<file path="src/rtl/if_id_pkg.sv">
// Shared types and defaults for the IF/ID instruction buffer.
package if_id_pkg;

  localparam int IF_ID_DEPTH = 8;

  typedef enum logic {
    THREAD1 = 1'b0,
    THREAD2 = 1'b1
  } THREAD_ID;

  typedef struct packed {
    logic [31:0] inst;
    logic [63:0] pc;
  } FETCH_ENTRY;

endpackage

</file>
<file path="src/rtl/if_id_buffer_inst_fifo.sv">
// inst_fifo: one thread's circular instruction queue with a single push port,
// two read ports (head, head+1), a 0-2 entry pop and a synchronous flush.
module inst_fifo
  import if_id_pkg::*;
#(
  parameter int DEPTH = IF_ID_DEPTH
) (
  input  logic                     clock,
  input  logic                     reset,
  input  logic                     flush,
  input  logic                     push,
  input  logic [31:0]              push_inst,
  input  logic [63:0]              push_pc,
  input  logic [1:0]               pop_count,
  output logic [31:0]              head_inst,
  output logic [63:0]              head_pc,
  output logic [31:0]              next_inst,
  output logic [63:0]              next_pc,
  output logic [$clog2(DEPTH):0]   count,
  output logic                     full
);

  localparam int PW = $clog2(DEPTH);
  localparam int CW = PW + 1;

  FETCH_ENTRY      mem [DEPTH];
  logic [PW-1:0]   head;
  logic [PW-1:0]   tail;
  logic [PW-1:0]   head_plus1;
  logic            wr_en;

  // Full is judged on the pre-pop count, so a push into a full queue is dropped
  // even when a pop frees a slot in the same cycle.
  assign full       = (count == CW'(DEPTH));
  assign wr_en      = push && !full && !flush && !reset;
  assign head_plus1 = head + PW'(1);

  always_ff @(posedge clock) begin
    if (reset || flush) begin
      head  <= '0;
      tail  <= '0;
      count <= '0;
    end else begin
      if (wr_en)
        tail <= tail + PW'(1);
      head  <= head + PW'(pop_count);
      count <= count + CW'(wr_en) - CW'(pop_count);
    end
  end

  always_ff @(posedge clock) begin
    if (wr_en)
      mem[tail] <= '{inst: push_inst, pc: push_pc};
  end

  assign head_inst = mem[head].inst;
  assign head_pc   = mem[head].pc;
  assign next_inst = mem[head_plus1].inst;
  assign next_pc   = mem[head_plus1].pc;

endmodule

</file>
<file path="src/rtl/if_id_buffer.sv">
// if_id_buffer: per-thread fetch queues feeding two decode slots, oldest first.
// Optional same-cycle bypass of an incoming push is enabled by IF_ID_BUFFER_BYPASS_EN.
module if_id_buffer
  import if_id_pkg::*;
#(
  parameter int DEPTH = IF_ID_DEPTH
) (
  input  logic        clock,
  input  logic        reset,
  input  logic        is_two_threads,
  input  logic [31:0] thread1_inst_in,
  input  logic [31:0] thread2_inst_in,
  input  logic        thread1_inst_valid,
  input  logic        thread2_inst_valid,
  input  logic [63:0] thread1_pc_in,
  input  logic [63:0] thread2_pc_in,
  input  logic        thread1_branch_is_taken,
  input  logic        thread2_branch_is_taken,
  input  logic        dispatch_stall,
  input  logic        thread1_dispatch_stall,
  input  logic        thread2_dispatch_stall,
  output logic        thread1_buffer_full,
  output logic        thread2_buffer_full,
  output logic [31:0] inst_out_0,
  output logic [31:0] inst_out_1,
  output logic [63:0] pc_out_0,
  output logic [63:0] pc_out_1,
  output logic        thread_id_0,
  output logic        thread_id_1,
  output logic        valid_0,
  output logic        valid_1
);

  localparam int CW = $clog2(DEPTH) + 1;

  logic [31:0]   push_inst [2];
  logic [63:0]   push_pc   [2];
  logic          q_flush   [2];
  logic          q_push    [2];
  logic [1:0]    q_pop     [2];
  logic [31:0]   head_inst [2];
  logic [63:0]   head_pc   [2];
  logic [31:0]   next_inst [2];
  logic [63:0]   next_pc   [2];
  logic [CW-1:0] q_count   [2];
  logic          q_full    [2];
  logic          push_ok   [2];

  logic          byp0;
  logic          byp1;
  logic          present0;
  logic          present1;
  logic          slot1_stall;
  logic          slot1_flush;
  logic [31:0]   slot0_inst;
  logic [63:0]   slot0_pc;
  logic [31:0]   slot1_inst;
  logic [63:0]   slot1_pc;
  THREAD_ID      slot1_tid;

  assign push_inst[0] = thread1_inst_in;
  assign push_inst[1] = thread2_inst_in;
  assign push_pc[0]   = thread1_pc_in;
  assign push_pc[1]   = thread2_pc_in;
  assign q_flush[0]   = thread1_branch_is_taken;
  assign q_flush[1]   = is_two_threads && thread2_branch_is_taken;

  assign push_ok[0] = thread1_inst_valid && !q_full[0] && !thread1_branch_is_taken;
  assign push_ok[1] = is_two_threads && thread2_inst_valid && !q_full[1] && !thread2_branch_is_taken;

  for (genvar t = 0; t < 2; t++) begin : g_fifo
    inst_fifo #(.DEPTH(DEPTH)) u_fifo (
      .clock     (clock),
      .reset     (reset),
      .flush     (q_flush[t]),
      .push      (q_push[t]),
      .push_inst (push_inst[t]),
      .push_pc   (push_pc[t]),
      .pop_count (q_pop[t]),
      .head_inst (head_inst[t]),
      .head_pc   (head_pc[t]),
      .next_inst (next_inst[t]),
      .next_pc   (next_pc[t]),
      .count     (q_count[t]),
      .full      (q_full[t])
    );
  end

  // A push bypasses only when it would be the very next entry its slot shows.
`ifdef IF_ID_BUFFER_BYPASS_EN
  assign byp0 = push_ok[0] && (q_count[0] == '0);
  assign byp1 = is_two_threads ? (push_ok[1] && (q_count[1] == '0))
                               : (push_ok[0] && (q_count[0] == CW'(1)));
`else
  assign byp0 = 1'b0;
  assign byp1 = 1'b0;
`endif

  assign present0    = (q_count[0] != '0) || byp0;
  assign present1    = is_two_threads ? ((q_count[1] != '0) || byp1)
                                      : ((q_count[0] >= CW'(2)) || byp1);
  assign slot1_stall = is_two_threads ? thread2_dispatch_stall : thread1_dispatch_stall;
  assign slot1_flush = is_two_threads ? thread2_branch_is_taken : thread1_branch_is_taken;

  assign valid_0 = present0 && !dispatch_stall && !thread1_dispatch_stall && !thread1_branch_is_taken;
  assign valid_1 = present1 && !dispatch_stall && !slot1_stall && !slot1_flush;

  // A dispatched bypass entry is consumed directly and never enters its queue.
  always_comb begin
    q_push[0] = push_ok[0];
    q_push[1] = push_ok[1];
    q_pop[0]  = 2'd0;
    q_pop[1]  = 2'd0;
    if (valid_0) begin
      if (byp0)
        q_push[0] = 1'b0;
      else
        q_pop[0] = 2'd1;
    end
    if (valid_1) begin
      if (is_two_threads) begin
        if (byp1)
          q_push[1] = 1'b0;
        else
          q_pop[1] = 2'd1;
      end else begin
        if (byp1)
          q_push[0] = 1'b0;
        else
          q_pop[0] = q_pop[0] + 2'd1;
      end
    end
  end

  always_comb begin
    slot0_inst = byp0 ? thread1_inst_in : head_inst[0];
    slot0_pc   = byp0 ? thread1_pc_in   : head_pc[0];
    if (is_two_threads) begin
      slot1_inst = byp1 ? thread2_inst_in : head_inst[1];
      slot1_pc   = byp1 ? thread2_pc_in   : head_pc[1];
      slot1_tid  = THREAD2;
    end else begin
      slot1_inst = byp1 ? thread1_inst_in : next_inst[0];
      slot1_pc   = byp1 ? thread1_pc_in   : next_pc[0];
      slot1_tid  = THREAD1;
    end
  end

  assign inst_out_0  = valid_0 ? slot0_inst : '0;
  assign pc_out_0    = valid_0 ? slot0_pc   : '0;
  assign thread_id_0 = THREAD1;
  assign inst_out_1  = valid_1 ? slot1_inst : '0;
  assign pc_out_1    = valid_1 ? slot1_pc   : '0;
  assign thread_id_1 = valid_1 ? slot1_tid  : THREAD1;

  assign thread1_buffer_full = q_full[0];
  assign thread2_buffer_full = q_full[1];

endmodule

</file>
<file path="config.mk">
export PLATFORM = sky130hd
export DESIGN_NAME = if_id_buffer
export DESIGN_NICKNAME = d
export VERILOG_FILES = /design/src/rtl/if_id_pkg.sv /design/src/rtl/if_id_buffer_inst_fifo.sv /design/src/rtl/if_id_buffer.sv
export SDC_FILE = /design/constraint.sdc
export NUM_CORES = 2
export LEC_CHECK = 0
export ABC_CLOCK_PERIOD_IN_PS = 10700
export BUFFER_PORTS_ARGS = -buffer_cell sky130_fd_sc_hd__buf_2
export CAP_MARGIN = 10
export CORE_ASPECT_RATIO = 1.1
export CORE_MARGIN = 2
export CORE_UTILIZATION = 30
export CTS_CLUSTER_DIAMETER = 60
export DETAILED_ROUTE_END_ITERATION = 10
export HOLD_SLACK_MARGIN = 0.15
export PLACE_DENSITY_LB_ADDON = 0.3
export SYNTH_ARGS = -nofsm -noshare
export SYNTH_HDL_FRONTEND = slang
export SYNTH_SLANG_ARGS = --single-unit
</file>
<file path="constraint.sdc">
create_clock -name clock -period 10.7 [get_ports clock]
set_clock_uncertainty 0.05 [all_clocks]
set_input_delay 1.07 -clock clock [delete_from_list [all_inputs] [get_ports clock]]
set_output_delay 1.07 -clock clock [all_outputs]
set_load 0.03 [all_outputs]
</file>
==> key figures <==
Run status
  • Run status: complete, no violations

Synthesis
  • Post-synth ARST share: 0%
  • Distinct cells, synth: 40
  • Mapped Cells: 3588
  • Post-synth top area share: 69.9%
  • Top-count cell post-synth: edfxtp_1
  • Synth cell count leaders: edfxtp_1 (1536), mux2i_1 (576), mux4_2 (288)
  • Synthesized Nets: 3813
  • Top FF cell, synth: edfxtp_1
  • Area of the mapped netlist: 66000 um2
  • Area leader, netlist: edfxtp_1
  • Seq cells post-synth: 1556
  • Synth warn: 0
  • Post-synth EDFFs: 1536
  • Mean post-synth cell area: 18.4 um2
  • Top cells by area, synth: edfxtp_1 (70%), mux4_2 (9.8%), mux2i_1 (8.7%)
  • Sequential share of the synthesized area: 70.5%

STA
  • Max-slew violations: 0
  • RSZ-0062 raised after global routing: no
  • Hold Vio Cnt, Final: 0
  • Final cycle utilization of the critical path: 58.7%
  • Final min period: 6280 ps
  • Setup violators final: 0
  • Slew @ Worst Pin: 1130 ps
  • Peak Freq: 0.159 GHz
  • Slew margin rel.: 25.0%
  • Fin Setup TNS: 0 ps

Floorplan
  • I/O pin cnt: 400
  • Height of the die: 496 um
  • Initial Utilization: 30.2%
  • Full die area: 224000 um2
  • Core ar.: 219000 um2
  • Row count: 180
  • DIE WIDTH: 451 um

Finish
  • Final Net Count: 4215
  • Fraction of layout cells with a size suffix above 1: 25.8%
  • Area Overhead vs Synth: 16.8%
  • Multi-input gate area: 18500 um2
  • Final Util: 35.3%
  • Finished Layout Cells: 7058
  • Reg area: 46500 um2
  • Fill count: 20500

Clocking
  • Number of CTS-inserted buffers: 174
  • CTS clk-pin slew, worst paths: 60 ps
  • CTS HTree Levels: 4
  • Clk_lat worst skew: 840 ps
  • Sink Count: 1556
  • CTS tree: done
  • Hold buffer count at cts: 0
  • Root Driver: clkbuf_16
  • Setup bufs post-CTS: 0
  • Clk buf depth: 3
  • Post_cts resized: 0

Pwr
  • Pwr per Cell Area: 165 nW/um2
  • Total Power: 12.8 mW
  • Pleak: 23.2 nW
  • Maximum vdd ir drop: 0.148 mV

Routing
  • Vias/cell: 5.31
  • # DRC: 0
  • Detailed-route wire length: 210 mm
  • Drt first pass iters: 5
  • Vias: 37500
  • First DRT Iteration DRCs: 3173
  • DR WL/cell: 29.8 um
  • Detail Route Antenna Nets: 0

Run
  • Max-cap check violation count: 0

Min path
  • Hold depth: 1
  • Worst Hold Path EP: g_fifo[1].u_fifo.mem[6][21]$_DFFE_PP_
  • Hold_sp: thread2_pc_in[21]
  • Hold crit path type: primary input to flop

Worst setup path
  • Crit-path max FO: 75
  • CP Class: flop to output port
  • Worst Reg-to-Reg Cells: 9
  • Worst EP required: 9580 ps
  • Setup slack, reg-to-reg: 6770 ps
  • Reg2reg end: g_fifo[1].u_fifo.mem[5][10]$_DFFE_PP_
  • Nature of the critical path startpoint: flop
  • R2r startpoint: g_fifo[1].u_fifo.count[2]$_SDFF_PP0_
  • Worst Path Arrival: 5160 ps
  • CP endpoint kind: output port

GRT
  • Maximum number of pins on one net before global-route repair: 108
  • Gr usage total: 18.4%
  • First-pass GRT wire length: 294 mm
  • Initial antenna violation count: 54
  • Global route overflow: 0
  • Vias in the first global route: 38900

Placement
  • RePlAce Congestion: 0.776
  • Placed insts: 6726
  • Port Buf Inserts: 398
  • Hpwl dp: 118 mm
[worst max-delay path by stage]
stage / startpoint / to / slack (ps) / cells past startpoint
6_report: g_fifo[0].u_fifo.head[1]$_SDFF_PP0_ / inst_out_1[3] / 4420 / 10
3_5_place_dp: g_fifo[0].u_fifo.head[1]$_SDFF_PP0_ / pc_out_1[30] / 5190 / 10
2_1_floorplan: thread2_branch_is_taken / g_fifo[1].u_fifo.mem[4][0]$_DFFE_PP_ / 1540 / 6
3_3_place_gp: g_fifo[0].u_fifo.head[1]$_SDFF_PP0_ / pc_out_1[30] / 5230 / 10
5_1_grt: g_fifo[0].u_fifo.head[1]$_SDFF_PP0_ / pc_out_1[21] / 4110 / 10
4_1_cts: g_fifo[0].u_fifo.head[1]$_SDFF_PP0_ / pc_out_1[30] / 4230 / 10
[layout by cell type, fill, tap and decap left out, types with 10 or more instances in the layout]
master,count
edfxtp_1,1536
mux2i_1,576
buf_2,398
mux4_2,288
nand2_1,201
clkbuf_16,176
nor2_1,110
nand2b_1,104
a32oi_1,96
a22oi_1,96
a32o_1,96
buf_4,77
a221oi_1,76
clkbuf_1,47
clkinv_1,36
clkinv_2,23
inv_1,21
a221oi_2,20
ha_1,19
diode_2,14
dfxtp_1,14
buf_12,12
nor2_4,11
bufinv_16,10
[sequential cells by signal, indices dropped and copies added, names as in the netlist]
name and cells:
g_fifo.u_fifo.count 8, g_fifo.u_fifo.head 6, g_fifo.u_fifo.mem 1536, g_fifo.u_fifo.tail 6
[logic make-up after synthesis]
family / Yosys count / share of synthesized area [%]
buf+inv: 282 / 1.85
compound gates: 398 / 5.41
xor+xnor: 11 / 0.157
simple gates: 453 / 3.07
flops: 1556 / 70.5
mux: 864 / 18.6
fa+ha+maj: 23 / 0.470
other cells: 1 / 0.00568
[where the power goes]
group / total, mW / leakage (nW) / internal [mW] / switching (mW)
logic: 0.230 / 6.49 / 0.0699 / 0.161
registers: 6.73 / 14.0 / 6.72 / 0.00864
clock network: 5.81 / 2.68 / 3.30 / 2.51
total: 12.8 / 23.2 / 10.1 / 2.68
[cell type report]
| cell class | count | area share [%] |
|---|---|---|
| clock inverters | 95 | 1.24 |
| well taps | 2912 | 4.72 |
| multi-input cells | 1750 | 24.0 |
| inverters | 21 | 0.102 |
| flip-flops and latches | 1556 | 60.4 |
| repair buffers | 487 | 3.64 |
| clock buffers | 223 | 5.94 |
| diodes | 14 | 0.0454 |
[stage by stage]
stage	area [um2]	setup WS, ps	hold WS [ps]
5_1_grt	77100	4110	384
3_3_place_gp	71600	5230	445
3_5_place_dp	71600	5190	466
6_report	77100	4420	435
2_1_floorplan	66000	1540	429
4_1_cts	77100	4230	336
[critical path: stages (launching register included)]
cell     delay [ps]
dfxtp_4         350
buf_12          340
ha_4            290
xor2_4          160
buf_4           480
buf_4           730
buf_4           800
mux2i_1         270
a32oi_1          80
a32o_1          350
buf_2           200
[layer usage]
| layer | vias up | part of all wire (%) | GRT usage [%] |
|---|---|---|---|
| li1 | 15700 | - | - |
| met1 | 20000 | 40 | 23.0 |
| met2 | 1460 | 50 | 31.9 |
| met3 | 367 | 7.4 | 4.37 |
| met4 | 48 | 2.3 | 4.96 |
| met5 | - | 0.14 | 0 |
Note: power is estimated with default switching activity, not from simulation.
